`config.mk`:
```
export PLATFORM = sky130hd
export DESIGN_NAME = uart_rx_checked
export DESIGN_NICKNAME = d
export VERILOG_FILES = /design/src/rtl/uart_rx_checked.sv
export SDC_FILE = /design/constraint.sdc
export NUM_CORES = 1
export LEC_CHECK = 0
export BUFFER_PORTS_ARGS = -buffer_cell sky130_fd_sc_hd__clkbuf_2
export CAP_MARGIN = 20
export CORE_UTILIZATION = 31
export CTS_BUF_LIST = sky130_fd_sc_hd__clkbuf_8
export CTS_CLUSTER_DIAMETER = 120
export DETAILED_ROUTE_END_ITERATION = 8
export HOLD_SLACK_MARGIN = 0.12
export PLACE_DENSITY = 0.49
export RECOVER_POWER = 50
export SETUP_SLACK_MARGIN = 0.15
export SKIP_CTS_REPAIR_TIMING = 1
export SLEW_MARGIN = 25
export SYNTH_ARGS = -nofsm -noshare
export SYNTH_HDL_FRONTEND = slang
export SYNTH_SLANG_ARGS = --single-unit
```
`constraint.sdc`:
```
create_clock -name clk -period 3.4 [get_ports clk]
set_input_delay 0.68 -clock clk [delete_from_list [all_inputs] [get_ports clk]]
set_output_delay 0.68 -clock clk [all_outputs]
set_load 0.1 [all_outputs]
```
`src/rtl/uart_rx_checked.sv`:
```
// UART receiver with majority-voted sampling and per-frame error flags.
// The frame is 1 start bit, DBIT data bits sent LSB first, an optional
// parity bit and a stop bit lasting SB_TICK ticks. All timing comes from a
// 16x-baud s_tick pulse. Each completed frame delivers the data word and its
// parity, framing and break flags together, so the RX FIFO can store them
// side by side.
module uart_rx_checked #(
    parameter int unsigned DBIT       = 8,
    parameter int unsigned SB_TICK    = 16,
    parameter int unsigned PARITY_EN  = 1,
    parameter int unsigned PARITY_ODD = 0
) (
    input  logic            clk,
    input  logic            reset_n,
    input  logic            s_tick,
    input  logic            rx,
    output logic [DBIT-1:0] rx_dout,
    output logic            rx_done_tick,
    output logic            parity_err,
    output logic            frame_err,
    output logic            break_det,
    output logic            busy
);

    // The tick counter must reach SB_TICK-1 in STOP and 15 in every other bit.
    localparam int unsigned SW = (SB_TICK > 16) ? $clog2(SB_TICK) : 4;
    localparam int unsigned NW = (DBIT > 1) ? $clog2(DBIT) : 1;

    localparam logic [SW-1:0] S_SMP0     = SW'(6);
    localparam logic [SW-1:0] S_SMP1     = SW'(7);
    localparam logic [SW-1:0] S_VOTE     = SW'(8);
    localparam logic [SW-1:0] S_BIT_LAST = SW'(15);
    localparam logic [SW-1:0] S_STP_LAST = SW'(SB_TICK - 1);
    localparam logic [NW-1:0] N_LAST     = NW'(DBIT - 1);

    localparam logic PAR_ON  = (PARITY_EN != 0);
    localparam logic PAR_ODD = (PARITY_ODD != 0);

    typedef enum logic [2:0] {
        IDLE   = 3'd0,
        START  = 3'd1,
        DATA   = 3'd2,
        PARITY = 3'd3,
        STOP   = 3'd4
    } state_t;

    state_t state_q, state_d;

    logic [1:0]      sync_q;
    logic            rs;
    logic [SW-1:0]   s_q, s_d;
    logic [NW-1:0]   n_q, n_d;
    logic [DBIT-1:0] b_q, b_d;
    logic [1:0]      smp_q, smp_d;
    logic            vote_q, vote_d;
    logic            par_q, par_d;
    logic            vote_c;

    logic [DBIT-1:0] dout_q, dout_d;
    logic            done_q, done_d;
    logic            perr_q, perr_d;
    logic            ferr_q, ferr_d;
    logic            brk_q, brk_d;
    logic            busy_q, busy_d;

    // Two-flop synchronizer for the asynchronous serial line; idles high.
    always_ff @(posedge clk or negedge reset_n) begin
        if (!reset_n) begin
            sync_q <= 2'b11;
        end else begin
            sync_q <= {sync_q[0], rx};
        end
    end

    assign rs = sync_q[1];

    // Majority of the samples taken at s=6, s=7 and the live value at s=8.
    assign vote_c = (smp_q[0] & smp_q[1]) | (smp_q[0] & rs) | (smp_q[1] & rs);

    // State, datapath and registered outputs.
    always_ff @(posedge clk or negedge reset_n) begin
        if (!reset_n) begin
            state_q <= IDLE;
            s_q     <= '0;
            n_q     <= '0;
            b_q     <= '0;
            smp_q   <= '0;
            vote_q  <= 1'b0;
            par_q   <= 1'b0;
            dout_q  <= '0;
            done_q  <= 1'b0;
            perr_q  <= 1'b0;
            ferr_q  <= 1'b0;
            brk_q   <= 1'b0;
            busy_q  <= 1'b0;
        end else begin
            state_q <= state_d;
            s_q     <= s_d;
            n_q     <= n_d;
            b_q     <= b_d;
            smp_q   <= smp_d;
            vote_q  <= vote_d;
            par_q   <= par_d;
            dout_q  <= dout_d;
            done_q  <= done_d;
            perr_q  <= perr_d;
            ferr_q  <= ferr_d;
            brk_q   <= brk_d;
            busy_q  <= busy_d;
        end
    end

    // Next-state logic: deframing, sampling and end-of-frame flag capture.
    always_comb begin
        state_d = state_q;
        s_d     = s_q;
        n_d     = n_q;
        b_d     = b_q;
        smp_d   = smp_q;
        vote_d  = vote_q;
        par_d   = par_q;
        dout_d  = dout_q;
        perr_d  = perr_q;
        ferr_d  = ferr_q;
        done_d  = 1'b0;
        brk_d   = 1'b0;

        // Mid-bit sampling is common to every state that times a bit.
        if (state_q != IDLE && s_tick) begin
            if (s_q == S_SMP0) smp_d[0] = rs;
            if (s_q == S_SMP1) smp_d[1] = rs;
            if (s_q == S_VOTE) vote_d   = vote_c;
        end

        case (state_q)
            IDLE: begin
                // Start detection is not gated by s_tick.
                if (!rs) begin
                    state_d = START;
                    s_d     = '0;
                end
            end

            START: begin
                if (s_tick) begin
                    if (s_q == S_VOTE && vote_c) begin
                        // Start bit did not survive the vote: false start.
                        state_d = IDLE;
                        s_d     = '0;
                    end else if (s_q == S_BIT_LAST) begin
                        state_d = DATA;
                        s_d     = '0;
                        n_d     = '0;
                    end else begin
                        s_d = s_q + SW'(1);
                    end
                end
            end

            DATA: begin
                if (s_tick) begin
                    if (s_q == S_BIT_LAST) begin
                        s_d = '0;
                        b_d = {vote_q, b_q[DBIT-1:1]};
                        if (n_q == N_LAST) begin
                            state_d = PAR_ON ? PARITY : STOP;
                        end else begin
                            n_d = n_q + NW'(1);
                        end
                    end else begin
                        s_d = s_q + SW'(1);
                    end
                end
            end

            PARITY: begin
                if (s_tick) begin
                    if (s_q == S_BIT_LAST) begin
                        par_d   = vote_q;
                        s_d     = '0;
                        state_d = STOP;
                    end else begin
                        s_d = s_q + SW'(1);
                    end
                end
            end

            STOP: begin
                if (s_tick) begin
                    if (s_q == S_STP_LAST) begin
                        // Deliver data and flags even for bad frames.
                        state_d = IDLE;
                        s_d     = '0;
                        dout_d  = b_q;
                        perr_d  = PAR_ON && ((^b_q ^ par_q) != PAR_ODD);
                        ferr_d  = ~vote_q;
                        done_d  = 1'b1;
                        brk_d   = (b_q == '0) && (!PAR_ON || !par_q) && !vote_q;
                    end else begin
                        s_d = s_q + SW'(1);
                    end
                end
            end

            default: begin
                state_d = IDLE;
                s_d     = '0;
            end
        endcase

        busy_d = (state_d != IDLE);
    end

    assign rx_dout      = dout_q;
    assign rx_done_tick = done_q;
    assign parity_err   = perr_q;
    assign frame_err    = ferr_q;
    assign break_det    = brk_q;
    assign busy         = busy_q;

endmodule

```
==> run_results.csv, run 1 <==
group,metric,value,unit
cts,cts_buffers,5,
placement,io_buffers,16,
cts,clockBufferDepth,2,
placement,hpwl,2.45,mm
synthesis,ys_types,45,
critical_path,cp_top_family,"buffers and inverters",
sta,hold_viol_final,0,
floorplan,die-area,6390,um^2
cells_and_area,fin_nets,207,
sta,rsz0062_at_grt,"no",
detailed_routing,drt_wl_total,3.43,mm
synthesis,synth.avg_cell_area,10.5,um^2
flow_run,drv.max_cap_violation_count,1,
synthesis,synth.largest_area_cell,"dfrtp_1",
synthesis,ys_seq_elements,37,
sta,tns,0,ps
sta,fin_worst_skew,12.8,ps
critical_path,required,3400,ps
detailed_routing,drc_errors,0,
critical_path,arrival,2100,ps
cells_and_area,final_util,35.8,%
sta,setup_violations,0,
synthesis,synth_area,1880,um^2
critical_path,critPathBufInv,1,
detailed_routing,ant_nets,0,
global_route,track_usage,12.6,%
critical_path,path_cells,"clkbuf_1",
pwr,power-per-cell-area,700,nW/um^2
global_route,antenna_found_initial,0,
worst_hold_path,hold_class,"reg2reg",
synthesis,yosysWarnings,0,
global_route,grt_max_degree,38,
cts,ctsRootBufferMaster,"clkbuf_8",
critical_path,path_class,"in2async",
detailed_routing,wl_per_cell,12.7,um
sta,setup_ws,1300,ps
synthesis,ys_seq_area_share,49.3,%
synthesis,synth_top_area_share,46.5,%
critical_path,crit_fanout,37,
detailed_routing,vias_per_cell,4.74,
pwr,peakVddDrop,229,uV
synthesis,ys_top_cells_by_area,"dfrtp_1, ha_1, nand2_1",
sta,timing.slew.headroom,-32.8,%
pwr,p_leak,0.934,nW
cells_and_area,drive_above_1_share,21.5,%
global_route,grt_pass1_wl,5.99,mm
floorplan,die_x,80.0,um
synthesis,syn_nets,192,
critical_path,endpoint_kind,"async pin",
synthesis,synthCells,179,
sta,layout_min_cycle_time,2100,ps
critical_path,critical-path-max-stage-delay,1400,ps
critical_path,critPathSlowestCell,"clkbuf_1",
cells_and_area,antenna_cells,0,
cts,clock-sinks,37,
floorplan,rows,28,
cts,worstSkewPairLatency,290,ps
sta,worstMarginPinSlew,1990,ps
sta,maxSlewViolCount,38,
cells_and_area,syn_to_final_growth,11.8,%
floorplan,start_util,32.0,%
detailed_routing,dr.pass1.iters,4,
cells_and_area,fill_cells,605,
placement,dp_slack,1470,ps
placement,place.gp.congestion,0.766,
cts,clkTransAtPathRegs,70,ps
critical_path,start_kind,"primary input",
floorplan,design.portCount,17,
run_status,outcome,"finished with violations",
floorplan,coreArea,5890,um^2
sta,finalCritPeriodShare,61.6,%
floorplan,die_h,80.0,um
detailed_routing,num_vias,1279,
global_route,grt.overflow.total,0,
global_route,grt_pass1_vias,1205,
cts,cts_tree,"built",
detailed_routing,drtIter0Drc,34,
run_status,violations,"capacitance limit, slew limit",
sta,max_freq,0.477,GHz
cts,htreeDepth,2,
-- logic make-up after synthesis --
kind of cell	count (synthesis)	synth area share (%)
AND/OR/NAND/NOR	60	18.0
AO/OA/AOI/OAI	40	15.1
flip-flops	37	49.3
buffers and inverters	22	5.51
adder cells (fa/ha/maj)	10	6.57
XOR/XNOR	5	2.32
multiplexers	5	3.19
-- where the power goes --
group / total (mW) / internal, mW / switching [mW]
clock network: 0.402 / 0.239 / 0.164
registers: 0.638 / 0.516 / 0.122
logic: 0.434 / 0.182 / 0.253
total: 1.47 / 0.936 / 0.538
-- worst paths after layout --
| check | slack [ps] | end | from | depth (start not counted) |
|---|---|---|---|---|
| hold reg to reg | 360 | sync_q[1] | sync_q[0] | 0 |
| setup reg to reg | 1330 | b_q[7] | s_q[1] | 4 |
| max in group clk | 1330 | b_q[7] | s_q[1] | 4 |
| hold / removal | 360 | sync_q[1] | sync_q[0] | 0 |
| min in group asynchronous | 940 | s_q[3] | reset_n | 1 |
| setup / recovery | 1300 | n_q[2] | reset_n | 1 |
-- layout by cell type, fill, tap and decap left out, types with 2 or more instances in the layout --
master and count:
a21oi_1 2, a22o_1 2, a31o_1 2, clkbuf_2 15, clkbuf_8 6, dfrtp_1 35, dfstp_2 2, ha_1 9
inv_1 13, mux2_1 4, nand2_1 29, nand2b_1 2, nand3_1 7, nand4_1 2, nor2_1 5, nor2_2 2
nor2b_1 2, nor3_1 2, nor3_2 2, o211ai_1 3, o21ai_1 19, o21ai_2 2, o22ai_1 2, xnor2_1 4
-- metal layers --
layer | routed length (um) | vias to the layer above | GRT usage (%) | share of wire [%]
li1 | - | 652 | - | -
met1 | 1770 | 598 | 17.7 | 52
met2 | 1470 | 21 | 17.3 | 43
met3 | 116 | 8 | 3.54 | 3.4
met4 | 79 | 0 | 6.79 | 2.3
met5 | 0 | - | 0 | 0
-- cell usage after synthesis (all sizes together) --
library cell,n
a21oi,4
a22o,2
a31o,2
a31oi,1
a32oi,1
and3b,1
and4,1
buf,8
dfrtp,35
dfstp,2
ha,9
inv,14
maj3,1
mux2,5
nand2,30
nand2b,2
nand3,7
nand4,2
nor2,7
nor2b,2
nor3,4
nor3b,1
nor4b,1
o2111ai,1
o211ai,3
o21ai,22
o22ai,2
o311ai,1
o31ai,1
or3,1
or3b,1
xnor2,4
xor2,1
-- metrics by stage --
step | power, mW | instances | area, um^2 | hold slack (ps)
floorplan | 1.02 | 179 | 1880 | 345
global placement | 1.10 | 262 | 2010 | 347
detailed placement | 1.10 | 262 | 2010 | 347
CTS | 1.51 | 270 | 2130 | 358
global route | 1.58 | 270 | 2110 | 370
finish | 1.47 | 270 | 2110 | 357
-- layout make-up --
type,count,area [um^2],share of cell area (%)
multi-input combinational,120,832,39.5
clock inverter,2,37.5,1.78
tap,75,93.8,4.46
inverter,14,52.6,2.50
sequential,37,928,44.1
clock buffer,6,82.6,3.92
timing repair buffer,16,78.8,3.74
-- state kept, by name, indices dropped and copies added (netlist names) --
signal        flops
b_q               8
break_det         1
busy              1
frame_err         1
n_q               3
par_q             1
parity_err        1
rx_done_tick      1
rx_dout           8
s_q               4
smp_q             2
state_q           3
sync_q            2
vote_q            1
(Power assumes the default switching activity.)
==> run 2, diff against run 1 <==
PLACE_DENSITY = 0.51   (was 0.49)
clock period = 1.8 ns   (was 3.4 ns; I/O delays follow)
==> run_results.csv, run 2 (synthesized netlist as in run 1, its figures left out) <==
group,metric,value,unit
floorplan,coreArea,5890,um^2
global_route,track_usage,11.9,%
sta,worstMarginPinSlew,788,ps
pwr,peakVddDrop,414,uV
placement,io_buffers,16,
critical_path,crit_fanout,6,
cts,worstSkewPairLatency,280,ps
detailed_routing,dr.pass1.iters,4,
detailed_routing,ant_nets,0,
critical_path,critical-path-max-stage-delay,420,ps
sta,tns,0,ps
sta,max_freq,0.619,GHz
floorplan,die_x,80.0,um
global_route,antenna_found_initial,0,
critical_path,endpoint_kind,"flip-flop",
sta,hold_viol_final,0,
sta,timing.slew.headroom,47.5,%
global_route,grt_max_degree,23,
sta,setup_ws,185,ps
run_status,outcome,"complete, no violations",
cts,htreeDepth,2,
global_route,grt.overflow.total,0,
cells_and_area,final_cell_mix,"dfrtp_1, nand2_1, o21ai_1",
cts,cts_buffers,5,
cells_and_area,fin_area,2160,um^2
global_route,grt_pass1_vias,1214,
critical_path,required,1950,ps
sta,setup_violations,0,
detailed_routing,num_vias,1306,
placement,placed_cell_area,2070,um^2
floorplan,start_util,32.0,%
cells_and_area,antenna_cells,0,
worst_hold_path,hold_class,"in2reg",
cells_and_area,fill_cells,591,
detailed_routing,vias_per_cell,4.70,
detailed_routing,drt_wl_total,3.36,mm
placement,dp_slack,223,ps
critical_path,timing.reg2reg.setup_slack,180,ps
worst_hold_path,min_path_cells,1,
sta,finalCritPeriodShare,89.7,%
detailed_routing,drtIter0Drc,88,
placement,place.gp.congestion,0.773,
pwr,p_leak,0.962,nW
detailed_routing,wl_per_cell,12.1,um
sta,fin_worst_skew,9.54,ps
critical_path,arrival,1770,ps
cts,clkTransAtPathRegs,80,ps
flow_run,drv.max_cap_violation_count,0,
cells_and_area,final_common_cell,"dfrtp_1",
floorplan,design.portCount,17,
critical_path,path_cells,"ha_1 > and4_4 > a31o_1 > a32oi_1 > o211ai_1",
floorplan,rows,28,
global_route,grt_pass1_wl,5.80,mm
critical_path,path_class,"reg2reg",
cts,clockBufferDepth,2,
cells_and_area,multi_input_area,852,um^2
sta,rsz0062_at_grt,"no",
critical_path,start_kind,"flip-flop",
detailed_routing,drc_errors,0,
sta,maxSlewViolCount,0,
sta,layout_min_cycle_time,1620,ps
placement,hpwl,2.51,mm
cts,ctsRootBufferMaster,"clkbuf_8",
critical_path,ff2ff_path_depth,5,
worst_hold_path,min_from,"rx",
cells_and_area,syn_to_final_growth,14.9,%
critical_path,r2r-start,"s_q[1]",
worst_hold_path,hold_end,"sync_q[0]",
floorplan,die_h,80.0,um
critical_path,critPathSlowestCell,"dfrtp_1",
pwr,power-per-cell-area,1230,nW/um^2
cells_and_area,drive_above_1_share,26.6,%
critical_path,r2r_end,"busy",
floorplan,die-area,6390,um^2
cells_and_area,fin_nets,215,
cts,cts_tree,"built",
cts,clock-sinks,37,
cells_and_area,final_util,36.8,%
cells_and_area,ff_latch_area,931,um^2
==> run 2: where the power goes <==
group | switching, mW | internal [mW]
sequential | 0.193 | 0.979
combinational | 0.525 | 0.389
clock | 0.299 | 0.267
total | 1.02 | 1.64
==> run 2: through the flow <==
step / hold slack (ps) / total power [mW] / instances
after floorplan: 64.4 / 1.93 / 179
after global placement: 288 / 2.10 / 269
after detailed placement: 290 / 2.10 / 269
after CTS: -24.2 / 2.68 / 277
after global routing: 142 / 2.86 / 278
final: 158 / 2.65 / 278
==> run 2: worst max-delay path, delay by kind of cell (launching register included) <==
family / cells / cell delay (ps)
flops: 1 / 420
fa+ha+maj: 1 / 270
compound gates: 3 / 540
simple gates: 1 / 250
==> run 2: worst max path at each step <==
stage          slack [ps]   endpoint     from  cells past startpoint
4_1_cts               210       busy   s_q[1]                      5
3_5_place_dp          220       busy   s_q[1]                      5
3_3_place_gp          250       busy   s_q[0]                      5
6_report              180       busy   s_q[1]                      5
2_1_floorplan         320       busy   s_q[1]                      5
5_1_grt                90  sync_q[1]  reset_n                      3
==> run 2: layer usage <==
layer / vias up / part of all wire [%] / track usage (%)
met4: 0 / 1.5 / 5.36
li1: 664 / - / -
met1: 612 / 52 / 16.6
met2: 25 / 43 / 17.4
met5: - / 0 / 0
met3: 5 / 3.6 / 2.74
==> run 2: cell type report <==
cell class,instances,share of cell area (%)
Clock buffer,5,3.18
Multi-Input combinational cell,120,39.4
Inverter,14,2.43
Tap cell,75,4.34
Timing Repair Buffer,24,6.88
Sequential cell,37,43.0
Clock inverter,3,0.809
==> run 3, diff against run 2 <==
GPL_TIMING_DRIVEN = 0   (was default)
MAX_ROUTING_LAYER = met4   (was default)
==> run_results.csv, run 3 (synthesized netlist as in run 1, its figures left out) <==
group,metric,value,unit
run_status,outcome,"complete, no violations",
detailed_routing,drt_wl_total,3.50,mm
critical_path,required,1970,ps
critical_path,path_cells,"inv_1 > ha_1 > and3b_1 > a21oi_4 > o2111ai_1 > o311ai_2",
cells_and_area,drive_above_1_share,26.1,%
sta,hold_viol_final,0,
sta,timing.slew.headroom,38.0,%
sta,rsz0062_at_grt,"yes",
critical_path,endpoint_kind,"flip-flop",
global_route,grt.overflow.total,0,
detailed_routing,dr.pass1.iters,4,
floorplan,coreArea,5890,um^2
global_route,grt_pass1_wl,6.24,mm
cells_and_area,ff_latch_area,928,um^2
cells_and_area,fin_nets,215,
floorplan,die_x,80.0,um
placement,place.gp.congestion,0.791,
detailed_routing,drtIter0Drc,30,
sta,layout_min_cycle_time,1630,ps
cells_and_area,fill_cells,591,
sta,setup_violations,0,
flow_run,drv.max_cap_violation_count,0,
detailed_routing,ant_nets,0,
global_route,grt_max_degree,38,
worst_hold_path,hold_class,"in2reg",
cts,htreeDepth,2,
sta,fin_worst_skew,12.9,ps
global_route,antenna_found_initial,0,
global_route,grt_pass1_vias,1261,
floorplan,start_util,32.0,%
sta,setup_ws,169,ps
critical_path,critical-path-max-stage-delay,410,ps
cells_and_area,final_common_cell,"dfrtp_1",
detailed_routing,wl_per_cell,12.6,um
cells_and_area,stdcell_count,278,
cts,clkTransAtPathRegs,80,ps
detailed_routing,drc_errors,0,
global_route,track_usage,13.5,%
cells_and_area,multi_input_area,853,um^2
placement,dpl.cell_count,270,
cells_and_area,final_util,37.0,%
placement,hpwl,2.53,mm
pwr,p_leak,0.968,nW
pwr,power-per-cell-area,1320,nW/um^2
sta,maxSlewViolCount,0,
floorplan,rows,28,
cts,cts_tree,"built",
detailed_routing,vias_per_cell,4.73,
cells_and_area,antenna_cells,0,
pwr,peakVddDrop,410,uV
cts,worstSkewPairLatency,290,ps
critical_path,arrival,1800,ps
cts,ctsRootBufferMaster,"clkbuf_8",
placement,io_buffers,16,
critical_path,critPathSlowestCell,"dfrtp_1",
critical_path,crit_fanout,5,
sta,max_freq,0.613,GHz
floorplan,design.portCount,17,
cts,cts_buffers,5,
placement,dp_slack,185,ps
critical_path,start_kind,"flip-flop",
cells_and_area,final_cell_mix,"dfrtp_1, nand2_1, o21ai_1",
cts,clock-sinks,37,
sta,finalCritPeriodShare,90.6,%
floorplan,die_h,80.0,um
sta,worstMarginPinSlew,929,ps
cells_and_area,syn_to_final_growth,15.7,%
sta,tns,0,ps
critical_path,path_class,"reg2reg",
cts,clockBufferDepth,2,
detailed_routing,num_vias,1316,
floorplan,die-area,6390,um^2
run 3: cell types whose count changed in the layout (fill, tap and decap cells not counted), moves of 2 or more:
cell and delta:
dfrtp_2 -2, dfrtp_1 +2, buf_4 -2, clkinv_2 -2, buf_2 +5
run 3: final cells by class:
type,instances,area share (%)
flip-flops and latches,37,42.6
repair buffers,16,3.67
well taps,75,4.31
multi-input cells,120,39.2
clock inverters,2,1.72
clock buffers,6,3.79
plain buffers,8,2.35
inverters,14,2.41
run 3: path summary, 6_finish.rpt:
kind	from	endpoint	slack [ps]	depth (start not counted)
max	s_q[0]	s_q[2]	170	6
min	rx	sync_q[0]	160	1
max reg2reg	s_q[0]	s_q[2]	170	6
min reg2reg	sync_q[0]	sync_q[1]	370	0
max in group asynchronous	reset_n	b_q[1]	1020	1
min in group asynchronous	reset_n	s_q[2]	200	1
run 3: stage by stage:
stage | area, um^2 | total power [mW] | hold slack, ps
after CTS | 2180 | 2.89 | 151
final | 2180 | 2.88 | 165
after detailed placement | 2060 | 2.13 | 359
after floorplan | 1880 | 1.93 | 64.4
after global placement | 2060 | 2.14 | 346
after global routing | 2180 | 3.09 | 152
run 3: power by group:
part / leakage [nW] / switching, mW / total [mW] / internal, mW
sequential: 0.487 / 0.104 / 1.08 / 0.976
combinational: 0.423 / 0.629 / 1.04 / 0.411
clock: 0.0574 / 0.308 / 0.759 / 0.451
run 3: layer usage:
| metal | GRT usage (%) | part of all wire, % | vias to the layer above |
|---|---|---|---|
| li1 | - | - | 666 |
| met1 | 17.9 | 51 | 622 |
| met4 | 6.43 | 2.3 | 0 |
| met5 | - | 0 | - |
| met2 | 18.6 | 43 | 22 |
| met3 | 3.89 | 3.5 | 6 |
run 3: worst max-delay path: cells and delay by family, from the launching register on:
| family | cells | cell delay (ps) |
|---|---|---|
| simple gates | 1 | 320 |
| flops | 1 | 410 |
| buf+inv | 1 | 120 |
| fa+ha+maj | 1 | 160 |
| compound gates | 3 | 490 |
